[src/rtl/jtag_host.sv]
// JTAG host: drives TMS/TDI to a target TAP, mirrors its state, and runs
// IR/DR scans of up to DW bits, capturing TDO LSB-first into dout.
module jtag_host #(
   parameter int unsigned DW = 32,
   parameter int unsigned LW = 6
) (
   input  logic          TCK,
   input  logic          TRST,
   input  logic          start,
   input  logic          scan_ir,
   input  logic [LW-1:0] len,
   input  logic [DW-1:0] din,
   input  logic          TDO,
   output logic          TMS,
   output logic          TDI,
   output logic          busy,
   output logic          done,
   output logic [DW-1:0] dout,
   output logic [3:0]    state_obs
);

   localparam int unsigned CW        = 3;
   localparam int unsigned INIT_ONES = 5;

   typedef enum logic [3:0] {
      TLR      = 4'd0,  RTI      = 4'd1,  SEL_DR   = 4'd2,  CAP_DR   = 4'd3,
      SHIFT_DR = 4'd4,  EXIT1_DR = 4'd5,  PAUSE_DR = 4'd6,  EXIT2_DR = 4'd7,
      UPD_DR   = 4'd8,  SEL_IR   = 4'd9,  CAP_IR   = 4'd10, SHIFT_IR = 4'd11,
      EXIT1_IR = 4'd12, PAUSE_IR = 4'd13, EXIT2_IR = 4'd14, UPD_IR   = 4'd15
   } tap_t;

   typedef enum logic [1:0] {M_INIT, M_RECOVER, M_IDLE, M_SCAN} mode_t;

   tap_t          tap, tap_n;
   mode_t         mode, mode_n;
   logic [CW-1:0] cnt, cnt_n;
   logic [LW-1:0] idx, idx_n, len_q, len_n, len_c;
   logic          ir_q, ir_n;
   logic [DW-1:0] data_q, data_n, dout_n;
   logic          tms_n, tdi_n, busy_n, done_n;
   logic          in_shift, recover;

   // IEEE 1149.1 TAP transition rule
   function automatic tap_t tap_step(input tap_t s, input logic m);
      tap_step = s;
      case (s)
         TLR:      tap_step = m ? TLR      : RTI;
         RTI:      tap_step = m ? SEL_DR   : RTI;
         SEL_DR:   tap_step = m ? SEL_IR   : CAP_DR;
         CAP_DR:   tap_step = m ? EXIT1_DR : SHIFT_DR;
         SHIFT_DR: tap_step = m ? EXIT1_DR : SHIFT_DR;
         EXIT1_DR: tap_step = m ? UPD_DR   : PAUSE_DR;
         PAUSE_DR: tap_step = m ? EXIT2_DR : PAUSE_DR;
         EXIT2_DR: tap_step = m ? UPD_DR   : SHIFT_DR;
         UPD_DR:   tap_step = m ? SEL_DR   : RTI;
         SEL_IR:   tap_step = m ? TLR      : CAP_IR;
         CAP_IR:   tap_step = m ? EXIT1_IR : SHIFT_IR;
         SHIFT_IR: tap_step = m ? EXIT1_IR : SHIFT_IR;
         EXIT1_IR: tap_step = m ? UPD_IR   : PAUSE_IR;
         PAUSE_IR: tap_step = m ? EXIT2_IR : PAUSE_IR;
         EXIT2_IR: tap_step = m ? UPD_IR   : SHIFT_IR;
         UPD_IR:   tap_step = m ? SEL_DR   : RTI;
      endcase
   endfunction

   always_ff @(posedge TCK) begin
      if (TRST) begin
         tap    <= TLR;
         mode   <= M_INIT;
         cnt    <= '0;
         idx    <= '0;
         len_q  <= '0;
         ir_q   <= 1'b0;
         data_q <= '0;
         dout   <= '0;
         TMS    <= 1'b1;
         TDI    <= 1'b0;
         busy   <= 1'b1;
         done   <= 1'b0;
      end else begin
         tap    <= tap_n;
         mode   <= mode_n;
         cnt    <= cnt_n;
         idx    <= idx_n;
         len_q  <= len_n;
         ir_q   <= ir_n;
         data_q <= data_n;
         dout   <= dout_n;
         TMS    <= tms_n;
         TDI    <= tdi_n;
         busy   <= busy_n;
         done   <= done_n;
      end
   end

   // TMS/TDI for the coming cycle are chosen from the state the mirror is entering
   always_comb begin
      tap_n    = tap_step(tap, TMS);
      mode_n   = mode;
      cnt_n    = cnt;
      idx_n    = idx;
      len_n    = len_q;
      ir_n     = ir_q;
      data_n   = data_q;
      dout_n   = dout;
      tms_n    = TMS;
      tdi_n    = 1'b0;
      busy_n   = busy;
      done_n   = 1'b0;
      recover  = 1'b0;
      in_shift = (tap == SHIFT_DR) || (tap == SHIFT_IR);
      len_c    = (len == '0) ? LW'(1) : ((len > LW'(DW)) ? LW'(DW) : len);

      unique case (mode)
         M_INIT: begin
            cnt_n = cnt + CW'(1);
            tms_n = (cnt_n < CW'(INIT_ONES));
            if (cnt == CW'(INIT_ONES)) begin
               mode_n = M_IDLE;
               busy_n = 1'b0;
               cnt_n  = '0;
            end
         end
         M_RECOVER: begin
            recover = 1'b1;
         end
         M_IDLE: begin
            tms_n = 1'b0;
            if (tap_n != RTI) begin
               recover = 1'b1;
            end else if (start) begin
               mode_n = M_SCAN;
               busy_n = 1'b1;
               dout_n = '0;
               data_n = din;
               len_n  = len_c;
               ir_n   = scan_ir;
               idx_n  = '0;
               tms_n  = 1'b1;
            end
         end
         M_SCAN: begin
            if (in_shift) begin
               dout_n = dout | (DW'(TDO) << idx);
               idx_n  = idx + LW'(1);
            end
            case (tap_n)
               RTI: begin
                  mode_n = M_IDLE;
                  busy_n = 1'b0;
                  done_n = 1'b1;
                  tms_n  = 1'b0;
               end
               SEL_DR:                                tms_n = ir_q;
               SEL_IR, CAP_DR, CAP_IR, UPD_DR, UPD_IR: tms_n = 1'b0;
               EXIT1_DR, EXIT1_IR:                    tms_n = 1'b1;
               SHIFT_DR, SHIFT_IR: begin
                  tms_n = (idx_n == len_q - LW'(1));
                  tdi_n = |(data_q & (DW'(1) << idx_n));
               end
               default: recover = 1'b1;
            endcase
         end
      endcase

      // Off-path mirror: hold TMS high until Test_Logic_Reset, then re-run init
      if (recover) begin
         tms_n  = 1'b1;
         tdi_n  = 1'b0;
         busy_n = 1'b1;
         done_n = 1'b0;
         cnt_n  = '0;
         mode_n = (tap_n == TLR) ? M_INIT : M_RECOVER;
      end
   end

   assign state_obs = 4'(tap);

endmodule

[config.mk]
export PLATFORM = sky130hd
export DESIGN_NAME = jtag_host
export DESIGN_NICKNAME = d
export VERILOG_FILES = /design/src/rtl/jtag_host.sv
export SDC_FILE = /design/constraint.sdc
export NUM_CORES = 1
export LEC_CHECK = 0
export CORE_ASPECT_RATIO = 0.6
export CORE_MARGIN = 2
export CORE_UTILIZATION = 35
export CTS_BUF_LIST = sky130_fd_sc_hd__clkbuf_4 sky130_fd_sc_hd__clkbuf_8 sky130_fd_sc_hd__clkbuf_16
export DETAILED_ROUTE_END_ITERATION = 8
export DONT_BUFFER_PORTS = 1
export PLACE_DENSITY_LB_ADDON = 0.1
export SYNTH_ARGS = -nofsm -noshare
export SYNTH_HDL_FRONTEND = slang
export SYNTH_SLANG_ARGS = --single-unit
[constraint.sdc]
create_clock -name TCK -period 7 [get_ports TCK]
set_input_delay 1.05 -clock TCK [delete_from_list [all_inputs] [get_ports TCK]]
set_output_delay 1.05 -clock TCK [all_outputs]
set_load 0.02 [all_outputs]
[After elaboration in Yosys (flattened, before gate mapping)]
Cells that the tools add are included.
Storage, ports and cells
  bits in registers: 90
Operators by class
  add/subtract/negate cells: 3
  $lt $le $gt $ge: 2
  eq/ne operators: 42
  shift operators: 2
  muxes and demuxes: 45
  bitwise operators: 5
  reductions and logical operators: 25
Operator list (number)
  32-bit 2-to-1 mux: 3
  32-bit one-hot mux with 2 select lines: 1
  4-bit equality test, second input constant: 14
  4-bit one-hot mux with 12 select lines: 1
  6-bit 2-to-1 mux: 6
  32-bit bitwise AND: 1
  32-bit bitwise OR: 1
  32-bit OR reduction: 1
  1-bit by 6-bit << shifter with 32-bit output: 1
  1-bit by 6-bit << shifter with 32-bit output, first input constant: 1
  4-bit by 3-bit equality test with 1-bit output, second input constant: 6
  4-bit by 2-bit equality test with 1-bit output, second input constant: 4
  2-bit 2-to-1 mux: 8
  4-bit 2-to-1 mux: 4
  1-bit 2-to-1 mux: 13
  3-bit inequality test, second input constant: 4
  6-bit one-hot mux with 2 select lines: 1
  11-bit OR reduction: 1
  2-bit inequality test, second input constant: 5
  5-bit AND reduction: 2
  2-bit OR reduction: 5
  3-bit 2-to-1 mux: 3
  1-bit one-hot mux with 3 select lines: 3
  4-bit by 1-bit equality test with 1-bit output, second input constant: 2
  other kinds (27): 33

[Longest topological paths before layout]
Gate-level depths: netlist of run 1.
  word-level depth: 9
  gate-level depth with buffers: 9

[Worst setup path before layout of run 1]
Ideal clock, no wire load.
  kind: register to register
  start point: register tap[0] (netlist: state_obs[0])
  end point: register TDI
  arrival: 2548 ps
  slack: 4313 ps
  stages on the path, launching flop included: 10
  buffers on the path: 2
  path through: dfxtp_1 > buf_2 > and4b_1 > clkbuf_1 > o21ai_1 > xnor2_1 > mux2i_1 > o32ai_1 > a2111oi_1 > a211oi_2
Between the ends
  longest elaborated chain between the ends: 8
RTL lines
  from (decl): line 34  | tap_t tap, tap_n;
  from (signal assigned): line 81  | tap <= tap_n;
  4-bit equality test (tied with other cells): line 46  | case (s)
  3-bit OR reduction (no source line) or 2-bit OR reduction (tied branches)
  4-bit one-hot mux with 12 select lines: line 46
  4-bit by 3-bit equality test with 1-bit output (tied with other cells): line 147  | case (tap_n)
  11-bit OR reduction (no source line)
  1-bit 2-to-1 mux: line 147
  1-bit one-hot mux with 3 select lines: line 114  | unique case (mode)
  4-bit OR reduction (no source line)
  to (signal assigned): line 90  | TDI <= tdi_n;
  to (decl): line 15  | output logic TDI,
Parallel ways exist; a longest one is shown, timed or not. The select of a mux whose other input is x is not followed.
A chain may end at the register's enable or synchronous reset.

[Worst setup path after layout of run 1]
  start point: register tap[2] (netlist: state_obs[2])
  end point: register TDI
Same word-level chain as after synthesis.

==> run_results.csv, run 1 <==
group,metric,value,unit
worst_setup_path,worst-path-stages,7,
floorplan,die_w,151,um
clock_tree,htree_levels,3,
clock_tree,clkLatencyLatePin,0.35,ns
worst_setup_path,reg2reg_slack,3.19,ns
timing,hold_violations,0,
hold_path,min_to,"data_q[29]",
timing,setup_viol,0,
clock_tree,ctsHoldBuffers,0,
finish,nNetsFinal,615,
power,p_total,1.04,mW
clock_tree,cts_resized,0,
timing,finClkSkew,0.0111,ns
worst_setup_path,crit_fanout,24,
worst_setup_path,path_delay_family,"compound AO/OA/AOI/OAI gates",
route,drc,0,
hold_path,hp-class,"reg2reg",
clock_tree,cts_setup_buffers,0,
floorplan,core,12800,sq um
worst_setup_path,worstPathCellList,"nor4b_4 > o21ai_1 > xnor2_1 > mux2i_1 > o32ai_1 > a2111oi_1 > a211oi_2",
worst_setup_path,worstPathArrival,4.02,ns
route,drt_iter0_markers,379,
global_route,grt_usage,19.7,%
clock_tree,cts_num_sinks,90,
timing,post-route-min-period,3.81,ns
placed_design,postPlaceCellArea,4610,sq um
route,vias,4137,
finish,design_area,4910,sq um
global_route,grt_antenna_before_repair,0,
clock_tree,path_clk_slew,0.07,ns
global_route,grt_pass1_wl,21000,um
timing,relSlewSlack,37.6,%
power,vdd_drop_max,103,uV
status,status,"completed",
worst_setup_path,r2r_cells,7,
synthesis,synth.avg_cell_area,7.63,sq um
synthesis,synthArstFlopShare,0,%
synthesis,yosys-top-cells-area,"dfxtp_1 40%, a21oi_1 11%, nand2_1 7.9%",
worst_setup_path,end_kind,"flop",
finish,n_antenna_cell,0,
finish,syn_to_final_growth,8.07,%
worst_setup_path,critPathBufInv,0,
placed_design,dp_hpwl,9530,um
floorplan,pin_count,83,
synthesis,synth-main-ff-cell,"dfxtp_1",
placed_design,dp_slack,3.21,ns
hold_path,worstHoldPathCells,2,
synthesis,yosysSeqAreaShare,39.7,%
floorplan,initial_core_util,35.6,%
synthesis,synth_top_area_cell,"dfxtp_1",
synthesis,synthesis.instances,595,
synthesis,ys_types,64,
global_route,grt_pass1_vias,3755,
route,dr.pass1.iters,5,
placed_design,numPortBuffers,0,
route,ant_nets,0,
power,powerDensity,212,nW/um^2
worst_setup_path,slowest_stage,"dfxtp_1",
floorplan,fp.dieH,92.2,um
timing,slew_violations,0,
timing,timing.hold.ws,0.452,ns
floorplan,rows,32,
synthesis,ys_top_cells_by_count,"101 x a21oi_1, 96 x nand2_1, 90 x dfxtp_1",
finish,drive_above_1_share,5.24,%
placed_design,gp_congestion,0.853,
worst_setup_path,rr_startpoint,"state_obs[2]",
hold_path,hp-start,"data_q[29]",
worst_setup_path,r2r-end,"TDI",
global_route,grt_max_degree,54,
timing,timing.final.crit_share,54.4,%
timing,setup_ws,3.19,ns
synthesis,ys_seq_elements,90,
synthesis,synth_top_area_share,39.7,%
route,totalWireLength,13300,um
timing,fmax,263,MHz
power,leakage,1.59,nW
clock_tree,cts_made_buffers,9,
worst_setup_path,critPathKind,"reg2reg",
worst_setup_path,worstPathRequired,7.22,ns
clock_tree,root_buffer,"clkbuf_16",
synthesis,yosys_warnings,0,
timing,grt_setup_unrepaired,"false",
worst_setup_path,start_kind,"flop",
global_route,overflow,0,
synthesis,synth_most_common_cell,"a21oi_1",
synthesis,syn-num-nets,642,
worst_setup_path,worst_path_largest_cell_delay,0.91,ns
synthesis,synth_edf_count,0,
timing,tns,0,ns
synthesis,netlist_area,4540,sq um
route,wl_per_cell,17.8,um
clock_tree,clk_path_buf_depth,2,
floorplan,dieArea,13900,sq um
route,viasPerCell,5.57,
timing,worst-slew-pin-transition,0.936,ns
clock_tree,cts_tree,"yes",
run,maxCapViolations,0,
==> cells in the final DEF (no fill, tap or decap), drive strengths merged, types with 4 or more instances in the layout <==
master	instances
xnor2	10
nor2	71
clkbuf	12
nor2b	5
o22ai	4
nand2b	8
a21oi	102
a211o	4
nand3b	6
xor2	5
nand3	19
nand4	4
nor4b	4
a211oi	8
dfxtp	90
and2	4
nor3	15
ha	4
o21ai	22
and3	6
a2111oi	4
inv	11
mux2i	7
nand2	96
==> worst max-delay path by stage <==
stage                            start   to  slack (ns)
after detailed placement  state_obs[2]  TDI        3.21
after global placement    state_obs[2]  TDI        3.19
after global routing      state_obs[2]  TDI        2.91
after floorplan           state_obs[0]  TDI        4.31
final                     state_obs[2]  TDI        3.19
after CTS                 state_obs[2]  TDI        3.19
==> cell type report <==
type                       count  area [sq um]
clock inverter                 4          33.8
multi-input combinational    455          2550
tap                          170           213
timing repair buffer           2          15.0
sequential                    90          1800
clock buffer                  12           260
inverter                      10          37.5
fill                        1316          7860
==> stage by stage <==
step                instances  utilization (%)
floorplan                 595                -
global placement          727             36.1
global route              743             38.4
CTS                       743             38.4
detailed placement        727             36.1
finish                    743             38.4
==> registers in the layout, summed over array words and instances, names as in the netlist <==
register   flops
TDI            1
TMS            1
busy           1
cnt            3
data_q        32
done           1
dout          32
idx            6
ir_q           1
len_q          6
mode           2
state_obs      4
==> kinds of logic after synthesis <==
family	share of synthesized area [%]
buffers and inverters	4.52
flip-flops	39.7
AND/OR/NAND/NOR	26.5
AO/OA/AOI/OAI	22.9
adder cells (fa/ha/maj)	1.10
multiplexers	1.54
XOR/XNOR	3.80
==> routing by layer <==
metal	vias up	wire, um	GRT usage (%)
met3	14	922	4.23
li1	2039	-	-
met4	0	161	5.30
met5	-	0	0
met1	1959	6790	30.5
met2	125	5390	27.0
==> worst reg2reg max path, cell delays in order, from the launching register on <==
cell and delay (ns):
dfxtp_1 0.91, nor4b_4 0.57, o21ai_1 0.30, xnor2_1 0.70
mux2i_1 0.42, o32ai_1 0.17, a2111oi_1 0.47, a211oi_2 0.13
==> power by group <==
part	internal [mW]	switching, mW
clock network	0.267	0.213
registers	0.515	0.0109
logic	0.0131	0.0200
total	0.795	0.244
No activity file was read; power rests on OpenSTA's default activity.
==> run 2, diff against run 1 <==
==> constraint.sdc (replaced) <==
create_clock -name TCK -period 3.3 [get_ports TCK]
set_input_delay 0.495 -clock TCK [delete_from_list [all_inputs] [get_ports TCK]]
set_output_delay 0.495 -clock TCK [all_outputs]
set_load 0.02 [all_outputs]
==> run 2 against run 1 <==
Effect of this change:
- sequential share of layout area shrank 0.48 points
- die area unchanged
- first-iteration DRC count down 10%
- clock skew decreased by 0.0012 ns
- combinational power rose to 2.6 times the previous value
- critical path depth unchanged
- core utilization grew 0.51 points
- critical endpoint unchanged
- highest routed layer unchanged
==> run_results.csv, run 2 (synthesized netlist as in run 1, its figures left out) <==
group,metric,value,unit
clock_tree,path_clk_slew,0.07,ns
finish,layout_common_cells,"101 x a21oi_1, 96 x nand2_1, 90 x dfxtp_1",
global_route,grt_pass1_vias,3951,
global_route,grt_usage,19.8,%
finish,top_regs,"data_q (32), dout (32)",
route,vias,4124,
global_route,overflow,0,
route,wl_met2,5210,um
clock_tree,htree_levels,3,
worst_setup_path,r2r_cells,7,
placed_design,numPortBuffers,0,
worst_setup_path,worstPathRequired,3.55,ns
timing,timing.hold.ws,0.230,ns
hold_path,worstHoldPathCells,1,
floorplan,fp.dieH,92.2,um
worst_setup_path,r2r-end,"TDI",
placed_design,gp_congestion,0.853,
finish,n_antenna_cell,0,
timing,fmax,337,MHz
timing,setup_viol,0,
timing,slew_violations,0,
clock_tree,ctsHoldBuffers,0,
clock_tree,cts_resized,0,
floorplan,rows,32,
timing,worst-slew-pin-transition,0.802,ns
timing,grt_setup_unrepaired,"false",
clock_tree,clk_path_buf_depth,2,
route,top_layer,"met4",
power,powerDensity,439,nW/um^2
global_route,grt_antenna_before_repair,0,
worst_setup_path,crit_fanout,16,
worst_setup_path,start_kind,"flop",
worst_setup_path,critPathKind,"reg2reg",
finish,syn_to_final_growth,9.50,%
finish,nNetsFinal,625,
route,ant_nets,0,
route,viasPerCell,5.48,
route,wl_met3,846,um
floorplan,die_w,151,um
power,leakage,1.63,nW
worst_setup_path,end_kind,"flop",
timing,relSlewSlack,46.4,%
hold_path,hp-class,"in2reg",
floorplan,initial_core_util,35.6,%
timing,timing.final.crit_share,89.9,%
timing,finClkSkew,0.00985,ns
clock_tree,root_buffer,"clkbuf_16",
clock_tree,cts_tree,"yes",
clock_tree,cts_setup_buffers,0,
hold_path,min_to,"data_q[31]",
route,drc,0,
global_route,grt_pass1_wl,21400,um
power,vdd_drop_max,221,uV
timing,tns,0,ns
finish,drive_above_1_share,6.86,%
timing,hold_violations,0,
run,maxCapViolations,0,
floorplan,core,12800,sq um
route,wl_per_cell,17.8,um
route,drt_iter0_markers,340,
status,status,"completed",
finish,post-route-util,38.9,%
finish,layout_commonest_cell,"a21oi_1",
floorplan,pin_count,83,
floorplan,dieArea,13900,sq um
worst_setup_path,reg2reg_slack,0.33,ns
route,totalWireLength,13400,um
clock_tree,cts_made_buffers,9,
timing,post-route-min-period,2.97,ns
global_route,grt_max_degree,54,
worst_setup_path,worstPathArrival,3.22,ns
route,wl_met1,7220,um
clock_tree,clkLatencyLatePin,0.34,ns
hold_path,hp-start,"TRST",
placed_design,dp.cells,737,
worst_setup_path,rr_startpoint,"state_obs[1]",
route,dr.pass1.iters,5,
clock_tree,cts_num_sinks,90,
placed_design,dp_hpwl,9690,um
finish,finalNonFillerCells,753,
-- run 2: cell types whose count changed in the layout (fill, tap and decap cells not counted), sizes merged --
cell | previous run | this run
buf | 2 | 12
clkinvlp | 1 | 2
clkbuf | 12 | 11
-- run 2: area by class of cell --
cell class | count | area [sq um]
Clock inverter | 5 | 37.5
Multi-Input combinational cell | 455 | 2550
Timing Repair Buffer | 12 | 90.1
Fill cell | 1347 | 7800
Tap cell | 170 | 213
Sequential cell | 90 | 1800
Clock buffer | 11 | 246
Inverter | 10 | 37.5
-- run 2: per-layer routing --
layer,up-vias,track usage [%]
li1,2061,-
met1,1928,30.9
met2,127,26.8
met3,8,5.02
met4,0,4.36
met5,-,0
-- run 2: worst max-delay path by stage --
stage	from	endpoint	slack [ns]
6_report	state_obs[1]	TDI	0.33
3_3_place_gp	state_obs[1]	TDI	0.46
5_1_grt	state_obs[1]	TDI	0.09
4_1_cts	state_obs[1]	TDI	0.33
3_5_place_dp	state_obs[1]	TDI	0.36
2_1_floorplan	state_obs[0]	TDI	0.61
-- run 2: report_power, final --
part	switching [mW]	internal [mW]
logic	0.0534	0.0316
registers	0.0132	1.09
clock network	0.449	0.543
-- run 2: metrics by stage --
| step | setup WS [ns] | power (mW) | instance area, sq um |
|---|---|---|---|
| finish | 0.333 | 2.18 | 4970 |
| global route | 0.0945 | 2.27 | 4970 |
| CTS | 0.329 | 2.21 | 4970 |
| detailed placement | 0.359 | 1.22 | 4690 |
| global placement | 0.463 | 1.22 | 4690 |
| floorplan | 0.613 | 1.20 | 4540 |
-- run 2: critical path, stage by stage, from the launching register on --
cell,delay (ns)
dfxtp_1,0.68
nand4b_1,0.45
a211oi_4,0.54
xnor2_1,0.36
a21oi_1,0.08
a211o_1,0.31
a32o_1,0.23
a211oi_2,0.22
